File: src/rtl/edp_mul_seq.sv
`default_nettype none
// ============================================================================
// Module   : edp_mul_seq
// Brief    : Sequencer for an iterative add/shift multiply with optional
//            final subtract correction.
// Revision : 1.0
// ============================================================================
module edp_mul_seq #(
    parameter int MAX_STEPS = 36
) (
    input  logic       clk,
    input  logic       reset,
    input  logic       start,
    input  logic       abort,
    input  logic [5:0] steps,
    input  logic       sign_fix,
    input  logic       mq35,
    output logic       busy,
    output logic       done,
    output logic [1:0] ad_op,
    output logic [1:0] mq_sel,
    output logic       ar_clr,
    output logic       ar_load,
    output logic       arx_load,
    output logic [5:0] count
);

    localparam logic [2:0] c_IDLE  = 3'd0;
    localparam logic [2:0] c_LOAD  = 3'd1;
    localparam logic [2:0] c_STEP  = 3'd2;
    localparam logic [2:0] c_FIXUP = 3'd3;
    localparam logic [2:0] c_DONE  = 3'd4;

    localparam logic [5:0] c_MAX_STEPS = 6'(MAX_STEPS);

    localparam logic [1:0] c_AD_PASS = 2'b00;
    localparam logic [1:0] c_AD_ADD  = 2'b01;
    localparam logic [1:0] c_AD_SUB  = 2'b10;

    localparam logic [1:0] c_MQ_HOLD = 2'b00;
    localparam logic [1:0] c_MQ_SHR  = 2'b01;
    localparam logic [1:0] c_MQ_LOAD = 2'b11;

    logic [2:0] r_state;
    logic [2:0] w_next;
    logic [5:0] r_count;
    logic       r_fix;
    logic [5:0] w_clamped;

    assign w_clamped = (steps > c_MAX_STEPS) ? c_MAX_STEPS : steps;

    always_ff @(posedge clk) begin
        if (reset) begin
            r_state <= c_IDLE;
        end else begin
            r_state <= w_next;
        end
    end

    always_comb begin
        w_next = r_state;
        if (abort) begin
            w_next = c_IDLE;
        end else begin
            case (r_state)
                c_IDLE:  if (start) w_next = c_LOAD;
                c_LOAD: begin
                    if (r_count != 6'd0) w_next = c_STEP;
                    else                 w_next = r_fix ? c_FIXUP : c_DONE;
                end
                c_STEP:  if (r_count == 6'd1) w_next = r_fix ? c_FIXUP : c_DONE;
                c_FIXUP: w_next = c_DONE;
                c_DONE:  w_next = c_IDLE;
                default: w_next = c_IDLE;
            endcase
        end
    end

    // Iteration count and fix flag are only captured on an accepted start,
    // so a start arriving mid-sequence cannot disturb them.
    always_ff @(posedge clk) begin
        if (reset) begin
            r_count <= 6'd0;
            r_fix   <= 1'b0;
        end else if (abort) begin
            r_count <= 6'd0;
        end else if (r_state == c_IDLE && start) begin
            r_count <= w_clamped;
            r_fix   <= sign_fix;
        end else if (r_state == c_STEP && r_count != 6'd0) begin
            r_count <= r_count - 6'd1;
        end
    end

    always_comb begin
        busy     = (r_state != c_IDLE);
        done     = 1'b0;
        ad_op    = c_AD_PASS;
        mq_sel   = c_MQ_HOLD;
        ar_clr   = 1'b0;
        ar_load  = 1'b0;
        arx_load = 1'b0;
        count    = r_count;
        case (r_state)
            c_LOAD: begin
                mq_sel  = c_MQ_LOAD;
                ar_clr  = 1'b1;
                ar_load = 1'b1;
            end
            c_STEP: begin
                ad_op    = mq35 ? c_AD_ADD : c_AD_PASS;
                mq_sel   = c_MQ_SHR;
                ar_load  = 1'b1;
                arx_load = 1'b1;
            end
            c_FIXUP: begin
                ad_op   = c_AD_SUB;
                ar_load = 1'b1;
            end
            c_DONE:  done = 1'b1;
            default: ;
        endcase
    end

endmodule
`default_nettype wire

File: config.mk
export PLATFORM = sky130hd
export DESIGN_NAME = edp_mul_seq
export DESIGN_NICKNAME = d
export VERILOG_FILES = /design/src/rtl/edp_mul_seq.sv
export SDC_FILE = /design/constraint.sdc
export NUM_CORES = 1
export LEC_CHECK = 0
export CAP_MARGIN = 30
export CELL_PAD_IN_SITES_DETAIL_PLACEMENT = 1
export CELL_PAD_IN_SITES_GLOBAL_PLACEMENT = 2
export CORE_MARGIN = 2
export CORE_UTILIZATION = 25
export DETAILED_ROUTE_END_ITERATION = 7
export PLACE_DENSITY_LB_ADDON = 0.1
export REMOVE_ABC_BUFFERS = 1
export SLEW_MARGIN = 20
export SYNTH_ARGS = -nofsm -noshare
export SYNTH_HDL_FRONTEND = slang
export SYNTH_SLANG_ARGS = --single-unit
File: constraint.sdc
create_clock -name clk -period 2.4 [get_ports clk]
set_input_delay 0.24 -clock clk [delete_from_list [all_inputs] [get_ports clk]]
set_output_delay 0.24 -clock clk [all_outputs]
set_load 0.01 [all_outputs]
==> run summary <==
### Placement
- 985 um^2 — instance area at placement
- 26 — number of buffers added on ports
- 0.743 — gp weighted congestion
- 140 — cell count after placement
- 1590 um — hpwl dp

### Floorplanning
- 27 — number of I/O pins
- 57.8 um — x dimension of the die
- 0.00276 mm^2 — Std-Cell Core Area
- 0.00334 mm^2 — Die Outline Area
- 26.3% — initial cell density of the core
- 57.8 um — y dimension of the die
- 19 — number of standard-cell rows in the floorplan

### Synth
- 8.33 um^2 — post-synthesis average cell area
- 10 — number of synthesized register bits
- 3.45% — arithmetic-cell share of the synthesized area counting full adders, half adders and majority gates
- 87 — number of instances in the synthesized netlist
- 0 — number of flops mapped to enable cells by yosys
- 37 — count of unique library cells instantiated by Yosys
- 4.32% — share of cell area taken by muxes after synthesis
- sky130_fd_sc_hd__dfxtp_1 — prevailing post-synth register cell
- 0% — fraction of registers with async set/reset
- 724 um^2 — netlist area before placement
- 27.6% — sequential cell area fraction in the yosys report
- 1.21% — xor and xnor fraction of the mapped netlist area
- simple AND/OR/NAND/NOR gates — largest family of logic cells by synthesized area
- 0 — count of warnings emitted by yosys
- 17.6% — compound-gate portion of the synthesized area
- 38.3% — area share of and/or/nand/nor cells after synthesis

### Pwr
- 27.2% — Combinational Power Share
- 292 uW — cell-internal power
- 118 uW — net load switching power
- 0.000264 V — maximum vdd ir drop
- 28.0% — Clock power frac
- 44.8% — Flop pwr share
- 28.8% — Switching Share
- 0.000351 uW — LEAKAGE
- 407 mW/mm^2 — power density normalized to cell area

### Worst setup path
- 2.16 ns — Crit path required time
- nor3b_4 -> and2_1 -> clkdlybuf4s50_1 — series of cell instances along the critical path
- sky130_fd_sc_hd__dfxtp_1 — slowest cell on the critical path
- register — sort of element at the start of the critical path
- 1.88 ns — arrival time worst endpoint
- 0.53 ns — slowest stage delay, CP
- 1 — Worst Path Buf+Inv
- output port — critical path capture point type
- register to output port — path type of the worst setup path
- 11 — peak fanout along the critical path
- simple AND/OR/NAND/NOR gates — dominant delay contributor by cell family on the critical path
- 0.59 ns — flop2flop setup slack

### GRT
- 13 — pin count of the biggest net entering global routing
- 0 — initial antenna violation count
- 13.2% — Total GRT Usage
- 0 — remaining global-route overflow
- 706 — via count of the first global-routing pass
- 3350 um — global-route wire length before repair

### STA
- 2.12 ns — Period minus WS final
- 0.533 ns — Min Hold Slack
- 0.471 GHz — fmax
- 0 — hold violation count in the final report
- 0 — Max Slew Vio Count
- 0.553 ns — actual slew at the worst max-slew pin
- 62.8% — Slew headroom
- 0 — final setup fails
- no — unrepaired setup endpoints after global routing
- 0.00451 ns — clock skew after layout
- 0 ns — Total Neg Setup Slack
- 88.4% — Period Utilization, post-route

### Cells and area
- 128 — net count reported at finish
- sky130_fd_sc_hd__clkdlybuf4s50_1, sky130_fd_sc_hd__dfxtp_1, sky130_fd_sc_hd__nor2_1, sky130_fd_sc_hd__nor3_1, sky130_fd_sc_hd__a21oi_1 — most frequent cells in the layout
- 143 — Non-Filler Instances
- 470 um^2 — combined area of the multi-input logic cells
- sky130_fd_sc_hd__clkdlybuf4s50_1 — commonest non-fill, non-tap cell in the layout
- 200 um^2 — Reg area
- 0 — antenna cell count
- 352 — count of fill cells added during filler insertion
- 0.00101 mm^2 — final cell area excluding filler cells
- 39.0% — growth of design area from synthesis to finish
- 11.6% — proportion of layout cells with a drive suffix above 1

### Detailed routing
- 4 — Detailed Routing Iterations Pass 1
- 5.06 — vias per inst
- 13.6 um — wire length per cell
- 19 — initial detailed-routing violation count
- 723 — via count of the routed design
- 1950 um — Final Routed Wirelength
- 0 — count of nets left with antenna violations after detail routing
- 0 — drc violations

### Job
- 0 — Max-Cap Viols

### Worst hold path
- register to register — type of the most critical hold path

### Clock network
- 3 — number of buffers added by the clock tree synthesis step
- 0 — hold buffers post-CTS
- 0.26 ns — clock latency reported for the late side of the worst-skew pair
- 0 — number of instances resized during post-cts repair
- built — clock tree from TritonCTS
- 0 — post-CTS setup buffer count
- 2 — maximum clock path buffer count
- 10 — TritonCTS Sinks
- 1 — H-Tree Level Count
- 0.07 ns — register clock-pin slew on the reported worst setup and hold paths
- sky130_fd_sc_hd__clkbuf_4 — root cell of the clock tree

### Run status
- completed — run status

worst reg2reg max path: cells and delay by family, from the launching register on:
kind	cells	cell delay [ns]
compound gates	2	0.46
flops	1	0.53
mux	1	0.37
simple gates	1	0.39
power by group through the flow:
stage                     combinational [uW]  clock [uW]  sequential (uW)
after floorplan                         56.3           0              187
after global placement                   112           0              187
after detailed placement                 113           0              188
after CTS                                113         122              184
after global routing                     123         132              186
final                                    111         115              184
kinds of logic (layout without fill, tap and decap cells):
family,after synthesis,count (layout)
xor+xnor,1,1
compound gates,20,20
flops,10,10
buf+inv,8,33
fa+ha+maj,2,2
mux,3,3
simple gates,43,43
per-stage QoR:
| step | total power [uW] | worst slack [ns] | utilization [%] |
|---|---|---|---|
| after floorplan | 243 | 0.772 | - |
| after global placement | 299 | 0.595 | 35.7 |
| after detailed placement | 301 | 0.548 | 35.7 |
| after CTS | 420 | 0.246 | 36.5 |
| after global routing | 440 | 0.137 | 36.5 |
| final | 410 | 0.278 | 36.5 |
area by class of cell:
type	instances	area share [%]
Clock buffer	3	2.24
Multi-Input combinational cell	69	46.7
Sequential cell	10	19.9
Tap cell	31	3.85
Timing Repair Buffer	26	25.8
Inverter	4	1.49
cell usage after synthesis (2+ instances only):
cell / count / area, um^2
sky130_fd_sc_hd__ha_1: 2 / 25.0
sky130_fd_sc_hd__buf_6: 3 / 33.8
sky130_fd_sc_hd__o21a_1: 3 / 22.5
sky130_fd_sc_hd__or2_2: 2 / 12.5
sky130_fd_sc_hd__nor3b_1: 4 / 30.0
sky130_fd_sc_hd__dfxtp_1: 10 / 200
sky130_fd_sc_hd__a21oi_1: 6 / 30.0
sky130_fd_sc_hd__nor3_1: 6 / 30.0
sky130_fd_sc_hd__inv_1: 4 / 15.0
sky130_fd_sc_hd__o21ai_0: 5 / 25.0
sky130_fd_sc_hd__mux2i_1: 2 / 20.0
sky130_fd_sc_hd__nand4b_1: 2 / 17.5
sky130_fd_sc_hd__nand2_1: 5 / 18.8
sky130_fd_sc_hd__nor2b_1: 2 / 12.5
sky130_fd_sc_hd__and2_1: 2 / 12.5
sky130_fd_sc_hd__nor2_1: 8 / 30.0
routing by layer:
layer / up-vias / share of wire, % / GRT usage (%) / routed length [um]
li1: 368 / - / - / -
met1: 333 / 48 / 18.1 / 930
met2: 20 / 46 / 20.0 / 899
met3: 2 / 5.3 / 4.02 / 104
met4: 0 / 0.67 / 3.99 / 13
met5: - / 0 / 0 / 0
path summary, 6_finish.rpt:
path                                  to  startpoint  cells past startpoint
worst max register to register  count[1]  r_state[1]                      4
worst min-delay path               r_fix       r_fix                      2
worst min register to register     r_fix       r_fix                      2
worst max-delay path            ad_op[0]  r_state[1]                      3
registers in the layout, indices dropped and copies added (netlist names):
register	count
r_fix	1
count	6
r_state	3
Note: power is estimated with default switching activity, not from simulation.
